--- src/rtl/uart_tx_fifo.sv ---
// UART transmitter fed by a FIFO. A word accepted at edge N starts its frame at edge N+1.
// Backpressure: data_ready is low while the FIFO is full. Frames are sent back-to-back while words remain.
module uart_tx_fifo #(
   parameter int FCLK       = 50_000_000,
   parameter int BAUD       = 9600,
   parameter int DATA_BITS  = 8,
   parameter int PARITY     = 0,
   parameter int STOP_BITS  = 1,
   parameter int FIFO_DEPTH = 4
) (
   input  logic                          clk_Tx,
   input  logic                          reset,
   input  logic [DATA_BITS-1:0]          data_in,
   input  logic                          data_valid,
   output logic                          data_ready,
   output logic                          Tx_out,
   output logic                          busy,
   output logic [$clog2(FIFO_DEPTH):0]   fifo_count
);

   localparam int DIVIDER = FCLK / BAUD;
   localparam int CW      = $clog2(DIVIDER);
   localparam int PW      = $clog2(FIFO_DEPTH);
   localparam int BW      = 4;

   if (DATA_BITS < 5 || DATA_BITS > 9) begin : g_bad_data_bits
      $error("uart_tx_fifo: DATA_BITS must be in 5..9");
   end
   if (PARITY < 0 || PARITY > 2) begin : g_bad_parity
      $error("uart_tx_fifo: PARITY must be 0, 1 or 2");
   end
   if (STOP_BITS < 1 || STOP_BITS > 2) begin : g_bad_stop_bits
      $error("uart_tx_fifo: STOP_BITS must be 1 or 2");
   end

   typedef enum logic [2:0] {IDLE, START, DATA, PAR, STOP} state_t;

   state_t               state_q, state_d;
   logic [CW-1:0]        cnt_q, cnt_d;
   logic [BW-1:0]        bit_q, bit_d;
   logic [DATA_BITS-1:0] shift_q, shift_d;
   logic                 par_q, par_d;
   logic                 tx_q, tx_d;
   logic                 busy_q, busy_d;
   logic                 rdy_q, rdy_d;
   logic [PW-1:0]        wr_q, wr_d, rd_q, rd_d;
   logic [PW:0]          count_q, count_d;
   logic [DATA_BITS-1:0] mem_q [FIFO_DEPTH];

   logic                 push, pop, tick;
   logic [DATA_BITS-1:0] head;

   assign head = mem_q[rd_q];
   assign push = data_valid && rdy_q;
   assign tick = (cnt_q == CW'(DIVIDER - 1));

   always_comb begin
      state_d = state_q;
      cnt_d   = cnt_q;
      bit_d   = bit_q;
      shift_d = shift_q;
      par_d   = par_q;
      pop     = 1'b0;

      unique case (state_q)
         IDLE: begin
            if (count_q != '0) pop = 1'b1;
         end
         START: begin
            if (tick) begin
               cnt_d   = '0;
               bit_d   = '0;
               state_d = DATA;
            end else begin
               cnt_d = cnt_q + CW'(1);
            end
         end
         DATA: begin
            if (tick) begin
               cnt_d   = '0;
               shift_d = shift_q >> 1;
               if (bit_q == BW'(DATA_BITS - 1)) begin
                  bit_d   = '0;
                  state_d = (PARITY != 0) ? PAR : STOP;
               end else begin
                  bit_d = bit_q + BW'(1);
               end
            end else begin
               cnt_d = cnt_q + CW'(1);
            end
         end
         PAR: begin
            if (tick) begin
               cnt_d   = '0;
               bit_d   = '0;
               state_d = STOP;
            end else begin
               cnt_d = cnt_q + CW'(1);
            end
         end
         STOP: begin
            if (tick) begin
               cnt_d = '0;
               if (bit_q == BW'(STOP_BITS - 1)) begin
                  bit_d = '0;
                  if (count_q != '0) pop = 1'b1;
                  else               state_d = IDLE;
               end else begin
                  bit_d = bit_q + BW'(1);
               end
            end else begin
               cnt_d = cnt_q + CW'(1);
            end
         end
         default: state_d = IDLE;
      endcase

      // Loading a frame is shared by the idle start and the back-to-back restart.
      if (pop) begin
         state_d = START;
         shift_d = head;
         par_d   = (PARITY == 1) ? ~(^head) : (^head);
         cnt_d   = '0;
         bit_d   = '0;
      end

      unique case (state_d)
         START:   tx_d = 1'b0;
         DATA:    tx_d = shift_d[0];
         PAR:     tx_d = par_d;
         default: tx_d = 1'b1;
      endcase
      busy_d = (state_d != IDLE);

      wr_d    = push ? wr_q + PW'(1) : wr_q;
      rd_d    = pop  ? rd_q + PW'(1) : rd_q;
      count_d = count_q + (PW+1)'(push) - (PW+1)'(pop);
      rdy_d   = (count_d != (PW+1)'(FIFO_DEPTH));
   end

   always_ff @(posedge clk_Tx or negedge reset) begin
      if (!reset) begin
         state_q <= IDLE;
         cnt_q   <= '0;
         bit_q   <= '0;
         shift_q <= '0;
         par_q   <= 1'b0;
         tx_q    <= 1'b1;
         busy_q  <= 1'b0;
         rdy_q   <= 1'b1;
         wr_q    <= '0;
         rd_q    <= '0;
         count_q <= '0;
         for (int i = 0; i < FIFO_DEPTH; i++) mem_q[i] <= '0;
      end else begin
         state_q <= state_d;
         cnt_q   <= cnt_d;
         bit_q   <= bit_d;
         shift_q <= shift_d;
         par_q   <= par_d;
         tx_q    <= tx_d;
         busy_q  <= busy_d;
         rdy_q   <= rdy_d;
         wr_q    <= wr_d;
         rd_q    <= rd_d;
         count_q <= count_d;
         if (push) mem_q[wr_q] <= data_in;
      end
   end

   assign Tx_out     = tx_q;
   assign busy       = busy_q;
   assign data_ready = rdy_q;
   assign fifo_count = count_q;

endmodule
--- config.mk ---
export PLATFORM = sky130hd
export DESIGN_NAME = uart_tx_fifo
export DESIGN_NICKNAME = d
export VERILOG_FILES = /design/src/rtl/uart_tx_fifo.sv
export SDC_FILE = /design/constraint.sdc
export NUM_CORES = 1
export LEC_CHECK = 0
export ABC_CLOCK_PERIOD_IN_PS = 4400
export CORE_MARGIN = 1.5
export CORE_UTILIZATION = 60
export DETAILED_ROUTE_END_ITERATION = 8
export GPL_ROUTABILITY_DRIVEN = 0
export PLACE_DENSITY = 0.79
export SLEW_MARGIN = 20
export SYNTH_ARGS = -nofsm -noshare
export SYNTH_HDL_FRONTEND = slang
export SYNTH_SLANG_ARGS = --single-unit
export TNS_END_PERCENT = 1
--- constraint.sdc ---
create_clock -name clk_Tx -period 4.4 [get_ports clk_Tx]
set_input_delay 0.44 -clock clk_Tx [delete_from_list [all_inputs] [get_ports clk_Tx]]
set_output_delay 0.44 -clock clk_Tx [all_outputs]
set_load 0.1 [all_outputs]
==> metrics.cfg <==
[timing]
hold_violations = 0
slew_violations = 0
clock_skew_ns = 0.005721
whs_ns = 0.09260
layout_min_cycle_time_ns = 3.407
setup-tns-final_ns = 0
max_freq_ghz = 0.2935
timing.final.crit_share_pct = 77.44
rsz0062_at_grt = false
tightestPinTransition_ns = 0.9861
setup_violations = 0
relSlewSlack_pct = 34.05
worst_slack_ns = 0.9929

[yosys]
syn_nets = 330
synth-main-ff-cell = dfrtp_1
synth_most_common_cell = dfrtp_1
syn_avg_cell_area_um2 = 11.56
synthArstFlopShare_pct = 100.0
ys_ff_latch = 71
yosys_warnings = 0
synth_largest_area_cell = dfrtp_1
synth_area_um2 = 3571
synth_edf_count = 0
synth_cell_types = 47
synth_top_area_share_pct = 48.35
seq_area_frac_synth_pct = 49.82
synth_common_cells = dfrtp_1, mux2_2, nand2_1, o21ai_0, xnor2_1
yosys-top-cells-area = dfrtp_1, mux2_2, mux4_2
syn_inst = 309

[clocking]
ctsHoldBuffers = 0
cts_sinks = 71
cts_max_level = 3
clk-insertion-delay-late_ns = 0.35
clk_pin_slew_ns = 0.08
cts_resized = 0
cts_setup_buffers = 0
cts_tree = yes
clock-root-buffer = clkbuf_8
cts_buffers = 9
clk_path_buf_depth = 2

[floorplan]
die_area_um2 = 6423
coreArea_um2 = 5608
core.rowCount = 27
floorplan.initialDensity_pct = 63.68
io_pins = 17
die_w_um = 80.15
die_h_um = 80.15

[cells_and_area]
post-route-util_pct = 70.97
layoutNonFillerInstCount = 401
drive_gt1_share_pct = 20.97
area_growth_pct = 11.46
num_antenna_cells = 0
multi_input_area_um2 = 1684
final_area_um2 = 3980
seqCellArea_um2 = 1779
final_net_count = 345
fill_cells = 418

[critical_path]
end_kind = register
crit_fanout = 30
required_ns = 4.67
worstPathArrival_ns = 3.68
crit_chain = inv_1 > ha_1 > or3b_2 > o41ai_4 > and2_4 > ha_1 > inv_1 > ha_1 > inv_1 > fa_1 > xnor2_1 > xnor2_1 > nand3b_1
path_delay_family = simple AND/OR/NAND/NOR gates
cp_num_buf_inv = 3
crit_path_start_kind = register
cpMaxStageDelayCell = or3b_2
crit_type = reg -> reg
max_stage_delay_ns = 0.49

[route]
vias = 2374
final_antenna_net_count = 0
drt-wirelength-per-cell_um = 16.94
avgViaCountPerCell = 5.920
routed_wl_um = 6791
dr.pass1.iters = 4
drc_errors = 0
initialDrtViolationCount = 157

[global_route]
grt_pass1_wl_um = 11230
grt_pass1_vias = 2373
grt_max_degree = 46
gr-usage-all-layers_pct = 23.20
antenna_found_initial = 0
grt_overflow = 0

[run_status]
status = finished, final reports clean

[run]
drv_cap = 0

[place]
dp_hpwl_um = 4655
io_buffers = 16
dp_slack_ns = 1.029
placed_area_um2 = 3761
numPlacedInstances = 385

[pwr]
power_density_nw_per_um2 = 715.4
finalPower_mw = 2.847
ir_drop_mv = 0.7115
p_leak_nw = 1.712

[min_path]
hp-class = in -> async

## worst reg2reg max path, cell delays in order, from the launching register on
cell      delay, ns
dfrtp_1        0.40
inv_1          0.10
ha_1           0.14
or3b_2         0.49
o41ai_4        0.45
and2_4         0.41
ha_1           0.29
inv_1          0.06
ha_1           0.13
inv_1          0.05
fa_1           0.38
xnor2_1        0.19
xnor2_1        0.16
nand3b_1       0.10
## layer usage
layer	global-route usage, %	vias to the layer above	part of all wire, %
met4	9.310	0	1.3
li1	-	1135	-
met2	37.31	43	49
met1	31.83	1189	47
met5	0	-	0
met3	3.409	7	3.4
## layout by cell type (no fill, tap or decap), types with 3 or more instances in the layout
master,n
a21oi_1,12
and2_1,3
clkbuf_8,9
clkdlybuf4s50_1,15
dfrtp_1,69
ha_1,9
inv_1,12
mux2_2,33
mux2i_1,7
mux4_2,8
nand2_1,29
nand3_1,11
nand3b_1,3
nand4b_1,3
nor2_1,13
nor2b_1,3
nor3_1,6
o21ai_0,19
or3_1,6
xnor2_1,14
xor2_1,4
## flip-flops by register name (all words and copies together), names as in the netlist
name,count
state_q,3
par_q,1
fifo_count,3
busy,1
data_ready,1
mem_q,32
Tx_out,1
wr_q,2
bit_q,4
rd_q,2
cnt_q,13
shift_q,8
## where the power goes
group / switching (mW) / internal [mW] / total (mW)
clock: 0.254 / 0.321 / 0.575
sequential: 0.214 / 0.913 / 1.13
combinational: 0.568 / 0.577 / 1.15
total: 1.04 / 1.81 / 2.85
## cell type report
| type | instances | share of cell area [%] |
|---|---|---|
| Sequential cell | 71 | 44.70 |
| Multi-Input combinational cell | 213 | 42.31 |
| Timing Repair Buffer | 17 | 4.087 |
| Clock buffer | 9 | 3.112 |
| Clock inverter | 7 | 2.389 |
| Tap cell | 72 | 2.263 |
| Inverter | 12 | 1.132 |
## worst paths after layout
kind / start / endpoint / cells past startpoint / slack [ns]
min in group clk_Tx: shift_q[0] / Tx_out / 1 / 0.50
min: reset / bit_q[3] / 1 / 0.09
max in group asynchronous: reset / rd_q[1] / 2 / 3.33
min reg2reg: shift_q[0] / Tx_out / 1 / 0.50
max: bit_q[0] / data_ready / 13 / 0.99
max reg2reg: bit_q[0] / data_ready / 13 / 0.99
## cells by family after synthesis
family | synth area share (%)
compound gates | 8.094
xor+xnor | 4.415
fa+ha+maj | 3.714
buf+inv | 3.013
flops | 49.82
mux | 17.41
simple gates | 13.53
No activity file was read; power rests on OpenSTA's default activity.
